**src/rtl/data_break_arbiter.sv**
```systemverilog
// Round-robin arbiter that shares the CPU data-break channel among N_REQ peripheral requesters.
// Define DB_WATCHDOG_EN to add the WAIT/XFER watchdog and the sticky tmo_err flag.
module data_break_arbiter #(
    parameter int         N_REQ     = 4,
    parameter int         DB_TMO    = 255,
    parameter logic [4:0] DB1_STATE = 5'b10100,
    parameter logic [4:0] DB2_STATE = 5'b10101
) (
    input  logic                  clk,
    input  logic                  reset,
    input  logic                  clear,
    input  logic [4:0]            state,
    input  logic                  break_in_prog,
    input  logic [N_REQ-1:0]      req,
    input  logic [N_REQ-1:0]      req_wr,
    input  logic [15*N_REQ-1:0]   req_addr,
    input  logic [12*N_REQ-1:0]   req_data,
    output logic [N_REQ-1:0]      gnt,
    output logic [11:0]           rd_data,
    output logic                  data_break,
    output logic                  to_mem,
    output logic [14:0]           dmaAddr,
    output logic [11:0]           dmaDOUT,
    input  logic [11:0]           dmaDIN,
    output logic                  tmo_err
);
    localparam int IW = $clog2(N_REQ);

    typedef enum logic [1:0] {S_IDLE, S_WAIT, S_XFER, S_ACK} fsm_t;

    fsm_t             fsm_q, fsm_d;
    logic [IW-1:0]    win_q, win_d;
    logic [IW-1:0]    rr_q, rr_d;
    logic             db_q, db_d;
    logic             to_mem_q, to_mem_d;
    logic [14:0]      addr_q, addr_d;
    logic [11:0]      dout_q, dout_d;
    logic [11:0]      rd_q, rd_d;
    logic [N_REQ-1:0] gnt_q, gnt_d;

    logic             hit_s;
    logic [IW-1:0]    pick_s;
    logic [14:0]      pick_addr_s;
    logic [11:0]      pick_data_s;
    logic             pick_wr_s;

`ifdef DB_WATCHDOG_EN
    localparam int TW = ($clog2(DB_TMO + 1) > 8) ? $clog2(DB_TMO + 1) : 8;
    logic [TW-1:0]    cnt_q, cnt_d;
    logic             tmo_q, tmo_d;
    logic             tmo_hit_s;
    assign tmo_hit_s = (cnt_q == TW'(DB_TMO - 1));
`endif

    function automatic logic [IW-1:0] next_ptr(input logic [IW-1:0] p);
        next_ptr = (p == IW'(N_REQ - 1)) ? {IW{1'b0}} : p + IW'(1);
    endfunction

    // Round-robin pick: offset k from rr_q maps to requester i when (rr_q + k) mod N_REQ == i.
    always_comb begin
        hit_s       = 1'b0;
        pick_s      = '0;
        pick_addr_s = '0;
        pick_data_s = '0;
        pick_wr_s   = 1'b0;
        for (int k = 0; k < N_REQ; k++) begin
            for (int i = 0; i < N_REQ; i++) begin
                if (!hit_s && req[i] && (rr_q == IW'((i - k + N_REQ) % N_REQ))) begin
                    hit_s       = 1'b1;
                    pick_s      = IW'(i);
                    pick_addr_s = req_addr[i*15 +: 15];
                    pick_data_s = req_data[i*12 +: 12];
                    pick_wr_s   = req_wr[i];
                end else begin
                    hit_s = hit_s;
                end
            end
        end
    end

    // Sequencer next state and next values of every output register.
    always_comb begin
        fsm_d    = fsm_q;
        win_d    = win_q;
        rr_d     = rr_q;
        db_d     = db_q;
        to_mem_d = to_mem_q;
        addr_d   = addr_q;
        dout_d   = dout_q;
        rd_d     = rd_q;
        gnt_d    = '0;
`ifdef DB_WATCHDOG_EN
        tmo_d    = tmo_q;
`endif
        case (fsm_q)
            S_IDLE: begin
                if (hit_s && !break_in_prog) begin
                    fsm_d    = S_WAIT;
                    win_d    = pick_s;
                    addr_d   = pick_addr_s;
                    dout_d   = pick_data_s;
                    to_mem_d = pick_wr_s;
                    db_d     = 1'b1;
                end else begin
                    fsm_d = S_IDLE;
                end
            end
            S_WAIT: begin
                if (state == DB1_STATE) begin
                    db_d  = 1'b0;
                    fsm_d = S_XFER;
                end
`ifdef DB_WATCHDOG_EN
                else if (tmo_hit_s) begin
                    fsm_d = S_IDLE;
                    db_d  = 1'b0;
                    tmo_d = 1'b1;
                    rr_d  = next_ptr(win_q);
                end
`endif
                else begin
                    fsm_d = S_WAIT;
                end
            end
            S_XFER: begin
                if (state == DB2_STATE) begin
                    rd_d          = to_mem_q ? rd_q : dmaDIN;
                    gnt_d[win_q]  = 1'b1;
                    fsm_d         = S_ACK;
                end
`ifdef DB_WATCHDOG_EN
                else if (tmo_hit_s) begin
                    fsm_d = S_IDLE;
                    db_d  = 1'b0;
                    tmo_d = 1'b1;
                    rr_d  = next_ptr(win_q);
                end
`endif
                else begin
                    fsm_d = S_XFER;
                end
            end
            S_ACK: begin
                rr_d  = next_ptr(win_q);
                fsm_d = S_IDLE;
            end
            default: begin
                fsm_d = S_IDLE;
            end
        endcase

        // Clear drops any transfer in flight but leaves the sticky error alone.
        if (clear) begin
            fsm_d    = S_IDLE;
            win_d    = '0;
            rr_d     = '0;
            db_d     = 1'b0;
            to_mem_d = 1'b0;
            addr_d   = '0;
            dout_d   = '0;
            rd_d     = '0;
            gnt_d    = '0;
        end else begin
            fsm_d = fsm_d;
        end

`ifdef DB_WATCHDOG_EN
        cnt_d = ((fsm_d == fsm_q) && ((fsm_q == S_WAIT) || (fsm_q == S_XFER))) ? cnt_q + TW'(1) : '0;
`endif
    end

    // State and output registers.
    always_ff @(posedge clk or posedge reset) begin
        if (reset) begin
            fsm_q    <= S_IDLE;
            win_q    <= '0;
            rr_q     <= '0;
            db_q     <= 1'b0;
            to_mem_q <= 1'b0;
            addr_q   <= '0;
            dout_q   <= '0;
            rd_q     <= '0;
            gnt_q    <= '0;
`ifdef DB_WATCHDOG_EN
            cnt_q    <= '0;
            tmo_q    <= 1'b0;
`endif
        end else begin
            fsm_q    <= fsm_d;
            win_q    <= win_d;
            rr_q     <= rr_d;
            db_q     <= db_d;
            to_mem_q <= to_mem_d;
            addr_q   <= addr_d;
            dout_q   <= dout_d;
            rd_q     <= rd_d;
            gnt_q    <= gnt_d;
`ifdef DB_WATCHDOG_EN
            cnt_q    <= cnt_d;
            tmo_q    <= tmo_d;
`endif
        end
    end

    assign gnt        = gnt_q;
    assign rd_data    = rd_q;
    assign data_break = db_q;
    assign to_mem     = to_mem_q;
    assign dmaAddr    = addr_q;
    assign dmaDOUT    = dout_q;
`ifdef DB_WATCHDOG_EN
    assign tmo_err    = tmo_q;
`else
    assign tmo_err    = 1'b0;
`endif

endmodule

```
**config.mk**
```make
export PLATFORM = sky130hd
export DESIGN_NAME = data_break_arbiter
export DESIGN_NICKNAME = d
export VERILOG_FILES = /design/src/rtl/data_break_arbiter.sv
export SDC_FILE = /design/constraint.sdc
export NUM_CORES = 1
export LEC_CHECK = 0
export ABC_AREA = 1
export CAP_MARGIN = 10
export CELL_PAD_IN_SITES_DETAIL_PLACEMENT = 1
export CELL_PAD_IN_SITES_GLOBAL_PLACEMENT = 2
export CORE_MARGIN = 3
export CORE_UTILIZATION = 21
export DETAILED_ROUTE_END_ITERATION = 8
export GPL_TIMING_DRIVEN = 0
export PLACE_DENSITY = 0.89
export SYNTH_ARGS = -nofsm -noshare
export SYNTH_HDL_FRONTEND = slang
export SYNTH_SLANG_ARGS = --single-unit
```
**constraint.sdc**
```tcl
create_clock -name clk -period 2.45 [get_ports clk]
set_input_delay 0.6125 -clock clk [delete_from_list [all_inputs] [get_ports clk]]
set_output_delay 0.6125 -clock clk [all_outputs]
set_load 0.01 [all_outputs]
```
==> summary.txt, run 1 <==
Logic synthesis
  • Synth top area share: 23.80%
  • Seq/Total Area, Yosys: approximately 20%
  • Asr flop ratio synth: between 90% and 100%
  • Gate Count Post-Synth: around 1.2k
  • Synth top area cells: nand2_1 24%, dfrtp_1 20%, nor2_1 15%, nand3_1 13%, inv_1 8.5%
  • Dominant cell type by area after synthesis: nand2_1
  • Synth top cells by count: 402 x nand2_1, 253 x nor2_1, 160 x nand3_1, 144 x inv_1, 67 x o21ai_0
  • #FFs+latches synth: 51
  • EDFF count, synth: 0
  • Synthesized net count: 1388
  • Top-count cell post-synth: nand2_1
  • Post-synth cell types: 30
  • Synthesized area: 6340 µm²
  • Predominant post-synthesis flop cell: dfrtp_1
  • Avg Inst Size Synth: just over 5 µm²
  • Yosys Warn Count: 0

Floorplan
  • Chip width: approximately 180 µm
  • Die height: between 150 and 200 µm
  • Initial core utilization: a little over a fifth
  • Core Area: 29250 µm²
  • Rows: 62
  • Die area: around 32000 µm²
  • I/O Pins: between 150 and 200

Placement
  • Gp weighted congestion: 0.9151
  • Dpl ws: -1.653 ns
  • HPWL after DPL: 27460 µm
  • Port bufs: 180

Pwr
  • Internal power: 2491 µW
  • Switch Pwr: 1879 µW
  • Sw frac: 43.00%
  • Sequential Power Share: a little under a quarter
  • Power Density: approximately 430 nW/µm²
  • Gate power share: about 58%
  • Final Power: about 4400 µW
  • Leakage: ~0.0049 µW
  • Power share of the clock group: 19.1%
  • VDD IR max: 0.2764 mV

Critical path
  • Critical path launch point type: flop
  • CP required: approximately 2.6 ns
  • Worst reg-to-reg path cell count: 17
  • Crit Path Max Fanout: 6
  • Critical Path Start: rr_q[0]
  • CP peak stage delay: between 0.5 and 0.6 ns
  • CP Capture Type: flop
  • Delay-heaviest family, CP: simple AND/OR/NAND/NOR gates
  • Crit Path Class: flop to flop
  • Crit path buf inv count: 3
  • RR Endpoint: dmaDOUT[0]
  • Worst path cell trace: nor2_4, buf_12, nand2_8, nand4_1, nor2_2, nand4_2, nor2_4, nand4_4, nor2_4, nand3_2, nor2_4, clkinv_4, buf_12, nor2_4, nor2_2, nand2_2, nand2_2
  • R2R setup slack: -0.39 ns
  • Worst path arrival time: 3.02 ns
  • Most used cell, CP: nor2_4
  • Slowest CP cell: dfrtp_2
  • Reg-to-reg startpoint: rr_q[0]

Outcome
  • Failing checks: setup timing
  • Status: finished, violations left

STA
  • Setup violations, final: 32
  • Worst slew pin tran: ~0.65 ns
  • Hold slack: between 0.5 and 0.6 ns
  • Fin Clk Skew: 0.01307 ns
  • Fin crit share: 115.9%
  • Minimum clock period: approximately 2.8 ns
  • RSZ-0062 raised after global routing: yes
  • Final Hold Fails: 0
  • Rel. slew slack: a little under three fifths
  • Max-slew violation count: 0
  • Max Freq: 352.2 MHz
  • Worst setup slack after layout: -0.3892 ns

Layout
  • Nets@finish: between 1.5k and 2k
  • FILL cells: around 3.8k
  • Final core utilization: approximately a third
  • # diodes: 0
  • Share of cells above drive strength 1: 15.55%
  • Syn-to-layout area delta: 61.30%

Routing
  • Average wire per standard cell: between 20 and 25 µm
  • Vias/cell: 5.041
  • Total wire length: ~38000 µm
  • Drt initial violations: 713
  • Drt pass-1 iters: 5
  • Number of remaining DRC errors: 0
  • ANT nets after route: 0
  • Vias: ~9.5k

GRT
  • Global Route Usage Sum: approximately 22%
  • Number of global-route vias before repair: around 9.6k
  • GRT met2 Usage: between 30% and 40%
  • Grt total ovfl: 0
  • Met1 Use GR: between 20% and 30%
  • First-pass GRT wire length: ~56000 µm
  • Met3 usage: under 10%
  • GR peak layer: met2
  • Pin count of the biggest net entering global routing: 30
  • Initial antenna violation count: 1

Worst hold path
  • Hold Startpoint: dmaAddr[8]
  • Hold endpoint: dmaAddr[8]
  • Hold path depth: 2
  • HP Class: flop to flop

Flow run
  • Number of max-cap violations: 0

Clock tree
  • # H-tree levels: 2
  • Hold-fix buffers, CTS: 0
  • Root Buffer: clkbuf_16
  • Clk buf depth: 2
  • Worst-path clk slew: approximately 0.08 ns
  • Clk_lat worst skew: just over 0.3 ns
  • TritonCTS Sinks: around 50
  • CTS buffer count: 5
  • TritonCTS clock tree: done
sequential cells by signal, summed over array words and instances (netlist names):
name and count:
to_mem 1, data_break 1, dmaAddr 15, dmaDOUT 12
rd_data 12, rr_q 2, win_q 2, fsm_q 2
gnt 4
cell type report:
type	instances	area, µm²	share of cell area [%]
clock buffer	5	125.1	1.224
multi-input combinational	983	4677	45.74
buffer	61	643.1	6.289
tap	384	480.5	4.698
timing repair buffer	237	2364	23.11
sequential	51	1279	12.50
inverter	152	610.6	5.971
clock inverter	3	47.55	0.4649
layer usage:
layer | share of wire (%) | vias up
met5 | 0.034 | -
met4 | 3.6 | 2
met3 | 6.6 | 93
met2 | 47 | 406
met1 | 43 | 4575
li1 | - | 4381
metrics by stage:
stage                 TNS, ns  std cells  cell area [µm²]
floorplan           -0.002680       1247             6410
global placement       -72.34       1811             8692
detailed placement     -49.22       1812             8712
CTS                    -3.473       1846             9726
global route           -14.11       1876            10230
finish                 -9.908       1876            10230
worst register-to-register path, delay by kind of cell, from the launching register on:
| family | cells | cell delay, ns |
|---|---|---|
| AND/OR/NAND/NOR | 14 | 1.70 |
| buffers and inverters | 3 | 0.51 |
| flip-flops | 1 | 0.52 |
worst max path at each step:
stage                        to  slack, ns  cells after the start
finish               dmaDOUT[0]      -0.39                     17
global route         dmaAddr[2]      -0.51                     19
CTS                  dmaDOUT[1]      -0.16                     17
detailed placement   dmaDOUT[1]      -1.65                     15
global placement     dmaAddr[4]      -1.54                     15
floorplan           dmaAddr[11]     -0.003                     16
power by group through the flow:
stage,registers [µW],clock network [µW],logic [µW]
floorplan,1040,0,1120
global placement,1010,0,2040
detailed placement,1010,0,2100
CTS,1000,853,2310
global route,1020,890,2750
finish,1010,834,2530
cells in the final DEF, fill, tap and decap left out, types with 17 or more instances in the layout:
cell type / synthesis / routed
inv_1: 144 / 131
nand2_1: 402 / 378
nor2_1: 253 / 215
dfrtp_1: 51 / 49
nand3_1: 160 / 150
buf_4: 1 / 52
nand4_1: 17 / 17
a21oi_1: 33 / 33
clkdlybuf4s50_1: 0 / 177
o21ai_0: 67 / 64
nor2_4: 2 / 28
nand2_2: 1 / 19
kinds of logic (layout without fill, tap and decap cells):
group / Yosys count / after routing / synth area share [%]
DFF: 51 / 51 / 20.13
other: 1 / 1 / 0.05915
AOI/OAI and AO/OA: 118 / 118 / 9.749
buffers and inverters: 214 / 458 / 13.20
and+or+nand+nor: 859 / 860 / 56.07
adders and majority gates: 4 / 4 / 0.7895
what timing repair did:
item / CTS / global route
endpoints found under the setup margin: 32 / 34
gates resized for setup: 189 / 94
gates cloned: 3 / 1
pin swaps: 48 / 42
setup buffers: 23 / 31
(Power assumes the default switching activity.)
==> run 2, diff against run 1 <==
--- a/config.mk
+++ b/config.mk
@@ -11,6 +11,7 @@
 export CELL_PAD_IN_SITES_GLOBAL_PLACEMENT = 2
 export CORE_MARGIN = 3
 export CORE_UTILIZATION = 21
+export CTS_CLUSTER_DIAMETER = 150
 export DETAILED_ROUTE_END_ITERATION = 8
 export GPL_TIMING_DRIVEN = 0
 export PLACE_DENSITY = 0.89
==> results of run 2 <==
Final layout, timing and power as in run 1 (identical DEF).
==> run 3, diff against run 2 <==
--- a/config.mk
+++ b/config.mk
@@ -12,6 +12,7 @@
 export CORE_MARGIN = 3
 export CORE_UTILIZATION = 21
 export CTS_CLUSTER_DIAMETER = 150
+export CTS_CLUSTER_SIZE = 14
 export DETAILED_ROUTE_END_ITERATION = 8
 export GPL_TIMING_DRIVEN = 0
 export PLACE_DENSITY = 0.89
==> results of run 3 <==
Final layout, timing and power as in run 1 (identical DEF).
